## config.mk

```make
export PLATFORM = sky130hd
export DESIGN_NAME = keypad_scan_ctrl
export DESIGN_NICKNAME = d
export VERILOG_FILES = /design/src/rtl/keypad_pkg.sv /design/src/rtl/keypad_dwell_timer.sv /design/src/rtl/keypad_scan_ctrl.sv
export SDC_FILE = /design/constraint.sdc
export NUM_CORES = 1
export LEC_CHECK = 0
export ABC_CLOCK_PERIOD_IN_PS = 3000
export CORE_MARGIN = 5
export CORE_UTILIZATION = 56
export CTS_CLUSTER_SIZE = 20
export DETAILED_ROUTE_END_ITERATION = 7
export GPL_TIMING_DRIVEN = 0
export HOLD_SLACK_MARGIN = 0.08
export PLACE_DENSITY_LB_ADDON = 0.25
export SYNTH_ARGS = -nofsm -noshare
export SYNTH_HDL_FRONTEND = slang
export SYNTH_SLANG_ARGS = --single-unit
```

## constraint.sdc

```tcl
create_clock -name clk -period 3 [get_ports clk]
set_input_delay 0.45 -clock clk [delete_from_list [all_inputs] [get_ports clk]]
set_output_delay 0.45 -clock clk [all_outputs]
set_load 0.02 [all_outputs]
```

## src/rtl/keypad_pkg.sv

```systemverilog
// rtl/keypad_pkg.sv - shared FSM state type and parameter derivations for the keypad scanner
package keypad_pkg;

  typedef enum logic [1:0] {
    SCAN    = 2'd0,
    CONFIRM = 2'd1,
    HELD    = 2'd2
  } scan_state_e;

  function automatic int code_width(input int rows, input int cols);
    return (rows * cols > 1) ? $clog2(rows * cols) : 1;
  endfunction

  function automatic int dwell_max(input int clk_rate, input int scan_rate);
    return clk_rate / scan_rate;
  endfunction

endpackage

```

## src/rtl/keypad_dwell_timer.sv

```systemverilog
// rtl/keypad_dwell_timer.sv - per-row dwell counter with a one-cycle sample strobe on its last count
module keypad_dwell_timer
  import keypad_pkg::*;
#(
  parameter int ClkRate  = 10_000_000,
  parameter int ScanRate = 1_000
) (
  input  logic clk,
  input  logic rst,
  input  logic restart_i,
  output logic sample_o
);

  localparam int DwellMax = dwell_max(ClkRate, ScanRate);
  localparam int CntW     = $clog2(DwellMax);
  localparam logic [CntW-1:0] CntLast = CntW'(DwellMax - 1);

  logic [CntW-1:0] cnt_q, cnt_d;

  always_comb begin
    cnt_d = cnt_q + CntW'(1);
    if (restart_i || (cnt_q == CntLast)) begin
      cnt_d = '0;
    end
  end

  always_ff @(posedge clk or posedge rst) begin
    if (rst) begin
      cnt_q <= '0;
    end else begin
      cnt_q <= cnt_d;
    end
  end

  assign sample_o = (cnt_q == CntLast);

endmodule

```

## src/rtl/keypad_scan_ctrl.sv

```systemverilog
// rtl/keypad_scan_ctrl.sv - row-scanning matrix keypad controller with press/release debounce
// and a valid/ready key-code event output.
module keypad_scan_ctrl
  import keypad_pkg::*;
#(
  parameter int ClkRate     = 10_000_000,
  parameter int ScanRate    = 1_000,
  parameter int Rows        = 4,
  parameter int Cols        = 4,
  parameter int StableScans = 4,
  localparam int CodeW      = code_width(Rows, Cols)
) (
  input  logic             clk,
  input  logic             rst,
  input  logic [Cols-1:0]  col_i,
  output logic [Rows-1:0]  row_o,
  output logic             key_valid_o,
  output logic [CodeW-1:0] key_code_o,
  input  logic             key_ready_i,
  output logic             key_held_o,
  output logic             overflow_o
);

  localparam int RowW  = $clog2(Rows);
  localparam int ColW  = $clog2(Cols);
  localparam int StabW = $clog2(StableScans + 1);

  logic [Cols-1:0]  col_meta_q, col_meta_d;
  logic [Cols-1:0]  col_sync_q, col_sync_d;
  logic [RowW-1:0]  row_idx_q, row_idx_d;
  logic [RowW-1:0]  cand_row_q, cand_row_d;
  logic [ColW-1:0]  cand_col_q, cand_col_d;
  logic [StabW-1:0] stab_q, stab_d;
  logic [StabW-1:0] rel_q, rel_d;
  scan_state_e      state_q, state_d;
  logic             key_valid_q, key_valid_d;
  logic [CodeW-1:0] key_code_q, key_code_d;
  logic             overflow_q, overflow_d;

  logic            sample;
  logic            advance;
  logic            issue;
  logic            accept;
  logic            hit;
  logic [ColW-1:0] col_idx;

  // Row advance is the only thing that moves row_o, so it also realigns the dwell.
  keypad_dwell_timer #(
    .ClkRate (ClkRate),
    .ScanRate(ScanRate)
  ) u_dwell (
    .clk      (clk),
    .rst      (rst),
    .restart_i(advance),
    .sample_o (sample)
  );

  always_comb begin
    col_meta_d = col_i;
    col_sync_d = col_meta_q;
    hit        = ~&col_sync_q;
    col_idx    = '0;
    for (int c = Cols - 1; c >= 0; c--) begin
      if (!col_sync_q[c]) begin
        col_idx = ColW'(c);
      end
    end
  end

  always_comb begin
    state_d    = state_q;
    row_idx_d  = row_idx_q;
    cand_row_d = cand_row_q;
    cand_col_d = cand_col_q;
    stab_d     = stab_q;
    rel_d      = rel_q;
    advance    = 1'b0;
    issue      = 1'b0;
    if (sample) begin
      unique case (state_q)
        SCAN: begin
          if (hit) begin
            cand_row_d = row_idx_q;
            cand_col_d = col_idx;
            stab_d     = StabW'(1);
            state_d    = CONFIRM;
          end else begin
            advance = 1'b1;
          end
        end
        CONFIRM: begin
          if (hit && (col_idx == cand_col_q)) begin
            stab_d = stab_q + StabW'(1);
            if (stab_q == StabW'(StableScans - 1)) begin
              stab_d  = '0;
              state_d = HELD;
              issue   = 1'b1;
            end
          end else begin
            stab_d  = '0;
            state_d = SCAN;
            advance = 1'b1;
          end
        end
        HELD: begin
          // Only the confirmed column matters here; other keys on this row are ignored.
          if (col_sync_q[cand_col_q]) begin
            rel_d = rel_q + StabW'(1);
            if (rel_q == StabW'(StableScans - 1)) begin
              rel_d   = '0;
              state_d = SCAN;
              advance = 1'b1;
            end
          end else begin
            rel_d = '0;
          end
        end
        default: state_d = SCAN;
      endcase
    end
    if (advance) begin
      row_idx_d = (row_idx_q == RowW'(Rows - 1)) ? '0 : row_idx_q + RowW'(1);
    end
  end

  assign accept = key_valid_q && key_ready_i;

  always_comb begin
    key_valid_d = key_valid_q;
    key_code_d  = key_code_q;
    overflow_d  = 1'b0;
    if (accept) begin
      key_valid_d = 1'b0;
    end
    if (issue) begin
      if (!key_valid_q || accept) begin
        key_valid_d = 1'b1;
        key_code_d  = CodeW'(int'(cand_row_q) * Cols + int'(cand_col_q));
      end else begin
        overflow_d = 1'b1;
      end
    end
  end

  always_ff @(posedge clk or posedge rst) begin
    if (rst) begin
      col_meta_q  <= '1;
      col_sync_q  <= '1;
      row_idx_q   <= '0;
      cand_row_q  <= '0;
      cand_col_q  <= '0;
      stab_q      <= '0;
      rel_q       <= '0;
      state_q     <= SCAN;
      key_valid_q <= 1'b0;
      key_code_q  <= '0;
      overflow_q  <= 1'b0;
    end else begin
      col_meta_q  <= col_meta_d;
      col_sync_q  <= col_sync_d;
      row_idx_q   <= row_idx_d;
      cand_row_q  <= cand_row_d;
      cand_col_q  <= cand_col_d;
      stab_q      <= stab_d;
      rel_q       <= rel_d;
      state_q     <= state_d;
      key_valid_q <= key_valid_d;
      key_code_q  <= key_code_d;
      overflow_q  <= overflow_d;
    end
  end

  assign row_o       = ~(Rows'(1) << row_idx_q);
  assign key_valid_o = key_valid_q;
  assign key_code_o  = key_code_q;
  assign key_held_o  = (state_q == HELD);
  assign overflow_o  = overflow_q;

endmodule

```

After elaboration in Yosys (flattened, before gate mapping)
Index checks and enable logic that the tools add are counted.
{"block": "op_classes", "add_sub_neg": 5, "n_lt_le_gt_ge": 1, "eq_ne": 11, "n_shift": 1, "muxes": 35, "bitwise_logic": 2, "n_reduce_logical": 14}
{"operator": "2-bit 2-to-1 mux", "count": 10}
{"operator": "1-bit 2-to-1 mux", "count": 15}
{"operator": "3-bit 2-to-1 mux", "count": 5}
{"operator": "14-bit by 1-bit adder with 14-bit output, second input constant", "count": 1}
{"operator": "14-bit == test, second input constant", "count": 1}
{"operator": "14-bit 2-to-1 mux", "count": 1}
{"operator": "3-bit by 1-bit adder with 3-bit output, second input constant", "count": 2}
{"operator": "3-bit by 2-bit == test with 1-bit output, second input constant", "count": 2}
{"operator": "2-bit one-hot mux with 3 select lines", "count": 1}
{"operator": "3-bit one-hot mux with 2 select lines", "count": 1}
{"operator": "3-bit AND reduction", "count": 2}
{"operator": "5-bit AND reduction", "count": 1}
{"operator": "4-bit by 2-bit adder with 4-bit output", "count": 1}
{"operator": "2-bit == test, second input constant", "count": 2}
{"operator": "2-bit by 1-bit inequality test with 1-bit output, second input constant", "count": 2}
{"operator": "4-bit NOT", "count": 1}
{"operator": "2-bit AND reduction", "count": 2}
{"operator": "4-bit AND reduction", "count": 1}
{"operator": "1-bit by 2-bit left shift with 4-bit output, first input constant", "count": 1}
{"operator": "2-bit by 3-bit less-than comparator with 1-bit output, second input constant", "count": 1}
{"operator": "3-bit inequality test, second input constant", "count": 1}
{"operator": "1-bit one-hot mux with 3 select lines", "count": 1}
{"operator": "2-bit by 1-bit adder with 2-bit output, second input constant", "count": 1}
{"operator": "1-bit binary-select mux with 2-bit select", "count": 1}
{"operator": "other kinds (9)", "count": 12}
{"block": "totals", "reg_bits": 42, "in_bits": 7, "out_inout_bits": 11}

Depth between registers and ports, before layout
{"block": "depth", "word_depth": 11, "mapped_depth": 7}

Modules after synthesis
Synthesis repeated with hierarchy kept, for this count alone.
{"block": "unflattened", "cells_unflattened": 188, "hier_area_um2": 2069.5}
{"module": "keypad_scan_ctrl", "n_inst": 1, "cells_per_inst": 117, "area_each_um2": 1343.8, "seq_area_each_um2": 710.7}
{"module": "keypad_dwell_timer", "n_inst": 1, "cells_per_inst": 71, "area_each_um2": 725.7, "seq_area_each_um2": 350.3}

Worst setup path before layout
OpenSTA, ideal clock, no wires.
{"block": "synth_path", "path_type": "register to register", "from": "reg u_dwell.cnt_q[12]", "to": "reg key_code_q[0], in the netlist key_code_o[0]", "setup_ps": 125, "t_arrival_ps": 1964, "setup_slack_ps": 911, "path_stages_with_launch": 7, "path_buffers": 1, "period_less_slack_ps": 2089, "path_cell_list": "dfrtp_1 -> or4_4 -> nor4_4 -> buf_6 -> o2111ai_4 -> nand2b_4 -> mux2_4"}
{"block": "synth_via", "elab_chain_len": 3}
{"item": "start, declared", "line_no": "keypad_dwell_timer.sv:18", "source": "logic [CntW-1:0] cnt_q, cnt_d;"}
{"item": "start signal, assigned", "line_no": "keypad_dwell_timer.sv:31", "source": "cnt_q <= cnt_d;"}
{"item": "14-bit == test", "line_no": "keypad_dwell_timer.sv:35", "source": "assign sample_o = (cnt_q == CntLast);"}
{"item": "1-bit 2-to-1 mux", "line_no": "keypad_scan_ctrl.sv:79", "source": "if (sample) begin"}
{"item": "2-bit AND reduction (no line)"}
{"item": "end signal, assigned", "line_no": "keypad_scan_ctrl.sv:168", "source": "key_code_q <= key_code_d;"}
{"item": "end, declared", "line_no": "keypad_scan_ctrl.sv:37", "source": "logic [CodeW-1:0] key_code_q, key_code_d;"}
Every way passes these cells.
A chain may end at the register's enable or synchronous reset.

Worst setup path after layout
Same ends and word-level chain as after synthesis.

==> reports/results.ini <==
[status]
status = completed

[worst_setup_path]
cp-end-kind = flip-flop
crit_buf_inv = 1
critPathTopFamily = simple AND/OR/NAND/NOR gates
crit_chain = or4_4, nor4_4, buf_6, o2111ai_4, nand2b_4, mux2_4
crit_required_ps = 3260
rrSetupSlack_ps = 790
cp_slowest_stage_delay_ps = 560
worstSetupPathType = flip-flop to flip-flop
worst-path-max-fanout = 10
crit_slowest_cell = or4_4
worstPathArrival_ps = 2460
startpoint_type = flip-flop

[clock_network]
clkTransAtPathRegs_ps = 120
cts-root-buf = clkbuf_4
cts_max_level = 2
cts_tree = built
numClockSinks = 42
cts_made_buffers = 5
post_cts_buffers = 0
cts_hold_buffers = 0
ctsResizeCount = 0
clk_latency_ps = 360
clk_path_buf_depth = 2

[floorplanning]
die_w_um = 69.2
start_util_pct = 58.4
fp-row-count = 21
pin_count = 18
die_h_um = 69.2
core_area_sq_um = 3360
die_area_sq_um = 4790

[finish]
final_common_cell = dfrtp_1
insertedDiodeCount = 0
layout-drive-gt1-share_pct = 20.5
areaGrowthSynthToFinish_pct = 14.2
final_cell_mix = dfrtp_1 (34), clkdlybuf4s50_1 (17), nor2_1 (16)
fin_nets = 203
fin_util_pct = 66.7

[detailed_routing]
wl_per_cell_um = 13.2
drt_iter0_drc = 33
wl_met2_um = 1570
remaining_drc_errors = 0
dr_total_vias = 1245
wl_met3_um = 120
viasPerCell = 5.28
ant_nets = 0
maxUsedRoutingLayer = met4
finalWirelength_um = 3120
firstDrtPassIters = 4
drt-met1-wl_um = 1340

[timing]
fin_crit_sh_pct = 73.5
rsz0062_at_grt = false
tightest_slew_ps = 800
drv_slew = 0
setup_tns_ps = 0
finalSetupViolations = 0
hold_viol = 0
fmax_ghz = 0.453
max-slew-margin-rel_pct = 46.6
fin_crit_ps = 2210
finClkSkew_ps = 16.8

[power_and_ir_drop]
total_power_w = 0.000867
leakage_nw = 1.05
vdd_ir_drop_max_v = 0.000276
powerDensity_nw_per_um2 = 386

[global_routing]
grt_max_degree = 43
track_usage_pct = 15.0
overflow = 0
grt_pass1_vias = 1287
grt_pass1_wl_um = 5690
antenna_found_initial = 0

[placement]
dpl.hpwl_um = 2350
place_congestion = 0.850
numPortBuffers = 17

[yosys]
synthFlopType = dfrtp_1
yosysSeqAreaShare_pct = 54.0
ys_types = 42
synth_fp_nets = 179
synth_edf_count = 0
yosysWarnings = 0
synth_seq_cells = 42
synthCells = 165
synth.avg_cell_area_sq_um = 11.9
async_reset_ff_share_pct = 100
netlist_area_sq_um = 1970

[job]
drv_cap = 0

[worst_hold_path]
hold_class = flip-flop to flip-flop

## layout make-up
cell class              count  area (sq um)
fillers                   282          1120
flip-flops and latches     42          1060
multi-input cells         113           860
repair buffers             17           170
well taps                  46          57.6
clock buffers               6          41.3
inverters                   8          30.0
plain buffers               2          15.0
clock inverters             2          10.0
## stage by stage
step | worst slack (ps) | area, sq um | hold WS (ps) | std cells
global route | 628 | 2240 | 369 | 236
finish | 794 | 2240 | 363 | 236
detailed placement | 780 | 2190 | 349 | 228
CTS | 782 | 2240 | 364 | 236
floorplan | 911 | 1970 | 345 | 165
global placement | 813 | 2190 | 349 | 228
## power breakdown
group	switching (W)	internal [W]
sequential	0.00000380	0.000576
clock	0.000173	0.0000893
combinational	0.0000146	0.0000103
total	0.000191	0.000676
## synth_stat cells (2+ instances only)
master   number  share of area (%)
dfrtp_1      34                 43
nor2_1       16                3.1
nand2_1      15                2.9
dfstp_2       8                 11
inv_1         8                1.5
xor2_1        8                3.6
ha_1          7                4.5
o21ai_0       6                1.5
mux2_2        5                2.9
nand4_1       5                1.6
mux2_4        4                3.1
nor2b_1       4                1.3
and2_1        3               0.95
and3_1        3               0.95
nand3_1       3               0.76
xnor2_1       3                1.3
a21oi_1       2               0.51
a31oi_1       2               0.64
and2b_2       2               0.89
and4_1        2               0.89
o21a_1        2               0.76
o31ai_1       2               0.76
or4_4         2                1.1
## flip-flops by register name (all words and copies together), names as in the netlist
register / flops
col_sync_q: 4
rel_q: 3
key_code_o: 4
overflow_o: 1
row_idx_q: 2
key_valid_o: 1
state_q: 2
u_dwell.cnt_q: 14
cand_row_q: 2
cand_col_q: 2
stab_q: 3
col_meta_q: 4
## worst paths after layout
| kind | from | to | depth (start not counted) |
|---|---|---|---|
| min in group asynchronous | rst | u_dwell.cnt_q[13] | 2 |
| setup reg to reg | u_dwell.cnt_q[12] | key_code_o[0] | 6 |
| max in group asynchronous | rst | u_dwell.cnt_q[11] | 2 |
| hold / removal | col_meta_q[0] | col_sync_q[0] | 0 |
| setup / recovery | u_dwell.cnt_q[12] | key_code_o[0] | 6 |
| hold reg to reg | col_meta_q[0] | col_sync_q[0] | 0 |
## cell families (layout without fill, tap and decap cells)
group                    after synthesis  in the layout  synth area share [%]
multiplexers                          11             11                  7.57
buffers and inverters                 10             35                  2.29
AO/OA/AOI/OAI                         19             19                  6.87
AND/OR/NAND/NOR                       65             65                  19.9
XOR/XNOR                              11             11                  4.90
adder cells (fa/ha/maj)                7              7                  4.46
flip-flops                            42             42                  54.0
## worst register-to-register path: cells and delay by family (launching register included)
family	cells	cell delay (ps)
AND/OR/NAND/NOR	3	1060
flip-flops	1	430
multiplexers	1	300
buffers and inverters	1	190
AO/OA/AOI/OAI	1	120
## metal layers
layer	track usage, %	vias to the layer above
li1	-	623
met1	17.4	594
met2	25.1	19
met3	3.77	9
met4	8.46	0
met5	0	-
No activity file was read; power rests on OpenSTA's default activity.
